<file path="src/rtl/frame_capture_ctrl.sv">
// frame_capture_ctrl
// Arms on a start request, captures exactly one video frame of packed
// binary pixel words into an image memory, then freezes the image so the
// shape analyser and the overlay can read it through a round-robin port.
//
// Read handshake: a requester raises rd_req[n] with rd_addr<n> and holds
// both stable until the cycle in which rd_gnt[n] is high (combinational,
// one cycle). The granted address is registered onto mem_rdaddress at the
// end of the grant cycle, and rd_valid[n] is high exactly two cycles after
// rd_gnt[n], the cycle in which the memory q belongs to that requester.
module frame_capture_ctrl #(
    parameter int WIDTH  = 640,
    parameter int HEIGHT = 480,
    parameter int AW     = 16
) (
    input  logic          VGA_CLK,
    input  logic          reset_n,
    input  logic          iVGA_VS,
    input  logic          start,
    input  logic          pix_wr_en,
    input  logic [AW-1:0] pix_wr_addr,
    input  logic [1:0]    rd_req,
    input  logic [AW-1:0] rd_addr0,
    input  logic [AW-1:0] rd_addr1,
    output logic [1:0]    rd_gnt,
    output logic [1:0]    rd_valid,
    output logic          mem_wren,
    output logic [AW-1:0] mem_wraddress,
    output logic [AW-1:0] mem_rdaddress,
    output logic [1:0]    state,
    output logic          frame_done,
    output logic          addr_err,
    output logic [AW-1:0] words_written
);

    // Number of words in one frame; addresses at or above this are invalid.
    localparam int unsigned FRAME_WORDS = WIDTH * HEIGHT / 8;
    localparam logic [AW:0] LIMIT       = FRAME_WORDS[AW:0];

    typedef enum logic [1:0] {
        ST_IDLE    = 2'd0,
        ST_ARM     = 2'd1,
        ST_CAPTURE = 2'd2,
        ST_FROZEN  = 2'd3
    } state_t;

    state_t        r_state;
    state_t        w_next;

    logic          r_vs_q;
    logic          w_vs_fall;
    logic          w_enter_arm;
    logic          w_end_capture;
    logic          w_addr_ok;
    logic          w_wr_take;
    logic          w_wr_bad;

    logic          r_mem_wren;
    logic [AW-1:0] r_mem_wraddress;
    logic [AW-1:0] r_words;
    logic          r_addr_err;
    logic          r_frame_done;

    logic          w_rd_open;
    logic [1:0]    w_gnt;
    logic [AW-1:0] w_gnt_addr;
    logic          r_last;      // 1: bit 1 was granted most recently
    logic [1:0]    r_gnt_d1;
    logic [1:0]    r_valid;
    logic [AW-1:0] r_mem_rdaddress;

    assign w_vs_fall     = r_vs_q & ~iVGA_VS;
    assign w_enter_arm   = (w_next == ST_ARM) && (r_state != ST_ARM);
    assign w_end_capture = (r_state == ST_CAPTURE) && (w_next == ST_FROZEN);
    assign w_addr_ok     = ({1'b0, pix_wr_addr} < LIMIT);
    assign w_wr_take     = (r_state == ST_CAPTURE) && pix_wr_en && w_addr_ok;
    assign w_wr_bad      = (r_state == ST_CAPTURE) && pix_wr_en && !w_addr_ok;

    // Registered copy of vertical sync for edge detection.
    always_ff @(posedge VGA_CLK or negedge reset_n) begin
        if (!reset_n) begin
            r_vs_q <= 1'b1;
        end else begin
            r_vs_q <= iVGA_VS;
        end
    end

    // FSM state register.
    always_ff @(posedge VGA_CLK or negedge reset_n) begin
        if (!reset_n) begin
            r_state <= ST_IDLE;
        end else begin
            r_state <= w_next;
        end
    end

    // FSM next state: start only matters when idle or frozen.
    always_comb begin
        w_next = r_state;
        case (r_state)
            ST_IDLE:    if (start)     w_next = ST_ARM;
            ST_ARM:     if (w_vs_fall) w_next = ST_CAPTURE;
            ST_CAPTURE: if (w_vs_fall) w_next = ST_FROZEN;
            ST_FROZEN:  if (start)     w_next = ST_ARM;
            default:                   w_next = ST_IDLE;
        endcase
    end

    // Memory write port: one-cycle registered pass-through of valid writes.
    always_ff @(posedge VGA_CLK or negedge reset_n) begin
        if (!reset_n) begin
            r_mem_wren      <= 1'b0;
            r_mem_wraddress <= '0;
        end else begin
            r_mem_wren <= w_wr_take;
            if (w_wr_take) begin
                r_mem_wraddress <= pix_wr_addr;
            end
        end
    end

    // Write statistics: saturating word count and sticky address error.
    always_ff @(posedge VGA_CLK or negedge reset_n) begin
        if (!reset_n) begin
            r_words    <= '0;
            r_addr_err <= 1'b0;
        end else if (w_enter_arm) begin
            r_words    <= '0;
            r_addr_err <= 1'b0;
        end else begin
            if (r_mem_wren && (r_words != {AW{1'b1}})) begin
                r_words <= r_words + AW'(1);
            end
            if (w_wr_bad) begin
                r_addr_err <= 1'b1;
            end
        end
    end

    // Frame-done pulse in the first FROZEN cycle.
    always_ff @(posedge VGA_CLK or negedge reset_n) begin
        if (!reset_n) begin
            r_frame_done <= 1'b0;
        end else begin
            r_frame_done <= w_end_capture;
        end
    end

    // Read arbiter: grants only while the image is stable, round-robin on conflict.
    assign w_rd_open = reset_n && ((r_state == ST_IDLE) || (r_state == ST_FROZEN));

    always_comb begin
        w_gnt = 2'b00;
        if (w_rd_open) begin
            case (rd_req)
                2'b01:   w_gnt = 2'b01;
                2'b10:   w_gnt = 2'b10;
                2'b11:   w_gnt = r_last ? 2'b01 : 2'b10;
                default: w_gnt = 2'b00;
            endcase
        end
    end

    assign w_gnt_addr = w_gnt[1] ? rd_addr1 : rd_addr0;

    // Read pipeline: pointer, read address and the two-cycle valid delay.
    // Valids keep flowing regardless of state so in-flight reads complete.
    always_ff @(posedge VGA_CLK or negedge reset_n) begin
        if (!reset_n) begin
            r_last          <= 1'b1;
            r_gnt_d1        <= 2'b00;
            r_valid         <= 2'b00;
            r_mem_rdaddress <= '0;
        end else begin
            r_gnt_d1 <= w_gnt;
            r_valid  <= r_gnt_d1;
            if (w_gnt != 2'b00) begin
                r_last          <= w_gnt[1];
                r_mem_rdaddress <= w_gnt_addr;
            end
        end
    end

    assign rd_gnt        = w_gnt;
    assign rd_valid      = r_valid;
    assign mem_wren      = r_mem_wren;
    assign mem_wraddress = r_mem_wraddress;
    assign mem_rdaddress = r_mem_rdaddress;
    assign state         = r_state;
    assign frame_done    = r_frame_done;
    assign addr_err      = r_addr_err;
    assign words_written = r_words;

endmodule

</file>
<file path="config.mk">
export PLATFORM = sky130hd
export DESIGN_NAME = frame_capture_ctrl
export DESIGN_NICKNAME = d
export VERILOG_FILES = /design/src/rtl/frame_capture_ctrl.sv
export SDC_FILE = /design/constraint.sdc
export NUM_CORES = 1
export LEC_CHECK = 0
export ABC_AREA = 1
export CORE_AREA = 8 8 94 96
export DETAILED_ROUTE_END_ITERATION = 6
export DIE_AREA = 0 0 102 104
export PLACE_DENSITY_LB_ADDON = 0.15
export SYNTH_ARGS = -nofsm -noshare
export SYNTH_HDL_FRONTEND = slang
export SYNTH_SLANG_ARGS = --single-unit
export TNS_END_PERCENT = 20
</file>
<file path="constraint.sdc">
create_clock -name VGA_CLK -period 2.7 [get_ports VGA_CLK]
set_input_delay 0.54 -clock VGA_CLK [delete_from_list [all_inputs] [get_ports VGA_CLK]]
set_output_delay 0.54 -clock VGA_CLK [all_outputs]
set_load 0.05 [all_outputs]
</file>
==> metrics <==
status=finished, final reports clean; register-to-register setup slack=0.76 ns; Total Routing Usage GR=0.157; CP Capture Type=output port; Worst path depth=5; I/O pin count=around 110; initial antenna violation count=0; f_max=around 420 MHz; synthesized area per cell=just under 8 µm²; actual slew at the worst max-slew pin=roughly 0.76 ns; cell count of the worst reg-to-reg path=10; # diodes=0; Clock Sinks=a little under 60; core footprint=7450 µm²; final net count=roughly 540; htree depth=3; Slew Limit Fails=0; most frequent cell after synthesis=nand2_1; Startpoint Class=primary input; Flop pwr share=0.274; drt initial violations=127; power density cells=~1200 nW/µm²; Post-DP HPWL=between 6000 and 7000 µm; YS warnings=0; CTS tree=built; Clock Pin Slew Worst Setup and Hold Paths=0.07 ns; WP buf/inv=3; largest fanout on the critical path=4; MaxCap Viol Count=0; aggregate global routing overflow=0; Setup TNS=0 ns; CP cell instances=dlygate4sd3_1 -> buf_2 -> nand2_1 -> a211oi_2 -> buf_12; Yosys cell types=25; min cycle time layout=about 2.4 ns; Comb pwr share=0.550; WL met2=between 3000 and 4000 µm; Num CTS Buffers=9; DRC=0; Finish-stage setup viols=0; Critical Path Start=reset_n; clock share of power=0.176; period utilisation layout=0.890; top-area cell type share of the netlist area=0.496; maximum vdd drop=0.000602 V; largest net degree at the start of global routing=59; Die X-Extent=~100 µm; synth cell count leaders=nand2_1 (114), dfrtp_1 (57), inv_1 (40), nor2_1 (40), o21ai_0 (20); Die Height=between 100 and 150 µm; Psw=roughly 0.0025 W; top routing layer in use=met4; EDFF count, synth=0; register bit total from synthesis=59; Post-Syn Area=between 2000 and 3000 µm²; Worst Setup EP=rd_gnt[0]; Crit path required time=between 2 and 2.5 ns; met3 WL=around 760 µm; clk_lat worst skew=about 0.32 ns; First-pass DRT Iterations=4; Root Buffer=clkbuf_8; Worst EP arrival=between 1.5 and 2 ns; Post-Syn Nets=roughly 420; critical path class=primary input to output port; Core Util, Final=0.586; r2r endpoint=words_written[6]$_DFFE_PN0P_; Vias/cell=4.69; layout cells sized above 1=0.0823; Hold Crit Class=register to register; Starting Density=0.386; Hold-fix buffers, CTS=0; M1 WL=~3500 µm; gpl congestion=0.834; Cells after DPL=571; I/O Buffers=between 100 and 150; CTS resizes=0; via count=2758; Critical Path Max Stage Delay=0.55 ns; WL final=roughly 8000 µm; Layout area overhead=51.8%; RR Startpoint=state[0]$_DFF_PN0_; worst clock skew=0.00754 ns; WL/cell=13.6 µm; Async SR Flop Fraction=1.00; vias in the first global route=about 2800; Final Non-Filler Cells=588; post-synthesis sequential area ratio=0.515; CTS Buffer Depth=2; first-pass GRT wire length=13400 µm; Top FF cell, synth=dfrtp_1; Slowest cell on crit path=dlygate4sd3_1; Slew headroom=0.494; RSZ-0062 raised after global routing=no; Int Pwr=around 0.0027 W; Area contributors post-synth=dfrtp_1 (50%), nand2_1 (15%), inv_1 (5.2%), nor2_1 (5.2%), o21ai_0 (3.5%); Leak=around 2 nW; Die ar.=10600 µm²; Fin. Hold Viols=0; row count=32; Top delay family on crit path=buffers and inverters; Post-DRT Antenna Nets=0; largest area contributor in the netlist=dfrtp_1; Post-CTS Setup Bufs=0; Sw Ratio=0.481; Syn Inst Count=~360
==> registers in the layout, indices dropped and copies added (netlist names) <==
signal         count
rd_valid           2
frame_done         1
addr_err           1
mem_wren           1
r_gnt_d1           2
state              2
words_written     16
mem_wraddress     16
r_last             1
r_vs_q             1
mem_rdaddress     16
==> worst min-delay path by stage <==
stage / start / cells past startpoint / end
2_1_floorplan: reset_n / 0 / addr_err$_DFFE_PN0P_
3_3_place_gp: r_gnt_d1[1]$_DFF_PN0_ / 0 / rd_valid[1]$_DFF_PN0_
3_5_place_dp: r_gnt_d1[1]$_DFF_PN0_ / 0 / rd_valid[1]$_DFF_PN0_
4_1_cts: reset_n / 1 / r_gnt_d1[0]$_DFF_PN0_
5_1_grt: r_gnt_d1[1]$_DFF_PN0_ / 0 / rd_valid[1]$_DFF_PN0_
6_report: r_gnt_d1[1]$_DFF_PN0_ / 0 / rd_valid[1]$_DFF_PN0_
==> final cells by class <==
cell class              count  area, µm²
fillers                   706       3080
multi-input cells         249       1180
inverters                  44        165
clock inverters             4       72.6
well taps                 102        128
clock buffers              12        155
flip-flops and latches     59       1480
repair buffers            118       1180
==> kinds of logic (layout without fill, tap and decap cells) <==
| logic type | after synthesis | after routing | share of synthesized area |
|---|---|---|---|
| compound gates | 53 | 53 | 0.103 |
| xor+xnor | 5 | 5 | 0.0152 |
| fa+ha+maj | 3 | 3 | 0.0131 |
| buf+inv | 55 | 178 | 0.0771 |
| flops | 59 | 59 | 0.515 |
| simple gates | 188 | 188 | 0.277 |
==> cell usage in the layout, fill, tap and decap left out, types with 14 or more instances in the layout <==
cell               n
o22ai_1           16
inv_1             40
nand4_1           14
o21ai_0           20
clkdlybuf4s50_1  108
nand2_1          114
nor2_1            40
dfrtp_1           57
==> stage by stage <==
stage | hold slack, ns | power [W] | worst slack, ns | instance area [µm²]
2_1_floorplan | 0.244 | 0.00336 | 0.283 | 2880
3_5_place_dp | 0.336 | 0.00438 | 0.436 | 4130
3_3_place_gp | 0.332 | 0.00435 | 0.500 | 4130
6_report | 0.339 | 0.00526 | 0.297 | 4360
5_1_grt | 0.344 | 0.00557 | 0.226 | 4360
4_1_cts | 0.000666 | 0.00532 | 0.383 | 4350
==> metal layers <==
metal,vias to the layer above,GRT usage
met3,10,0.0676
met2,80,0.242
li1,1401,-
met5,-,0
met1,1267,0.186
met4,0,0.0598
==> power groups by stage <==
stage	clock (W)	combinational (W)	sequential (W)
after floorplan	0	0.000861	0.00250
after global placement	0	0.00290	0.00145
after detailed placement	0	0.00292	0.00145
after CTS	0.000940	0.00293	0.00144
after global routing	0.000983	0.00310	0.00149
final	0.000926	0.00289	0.00144
Power figures use the tool's default switching activity.
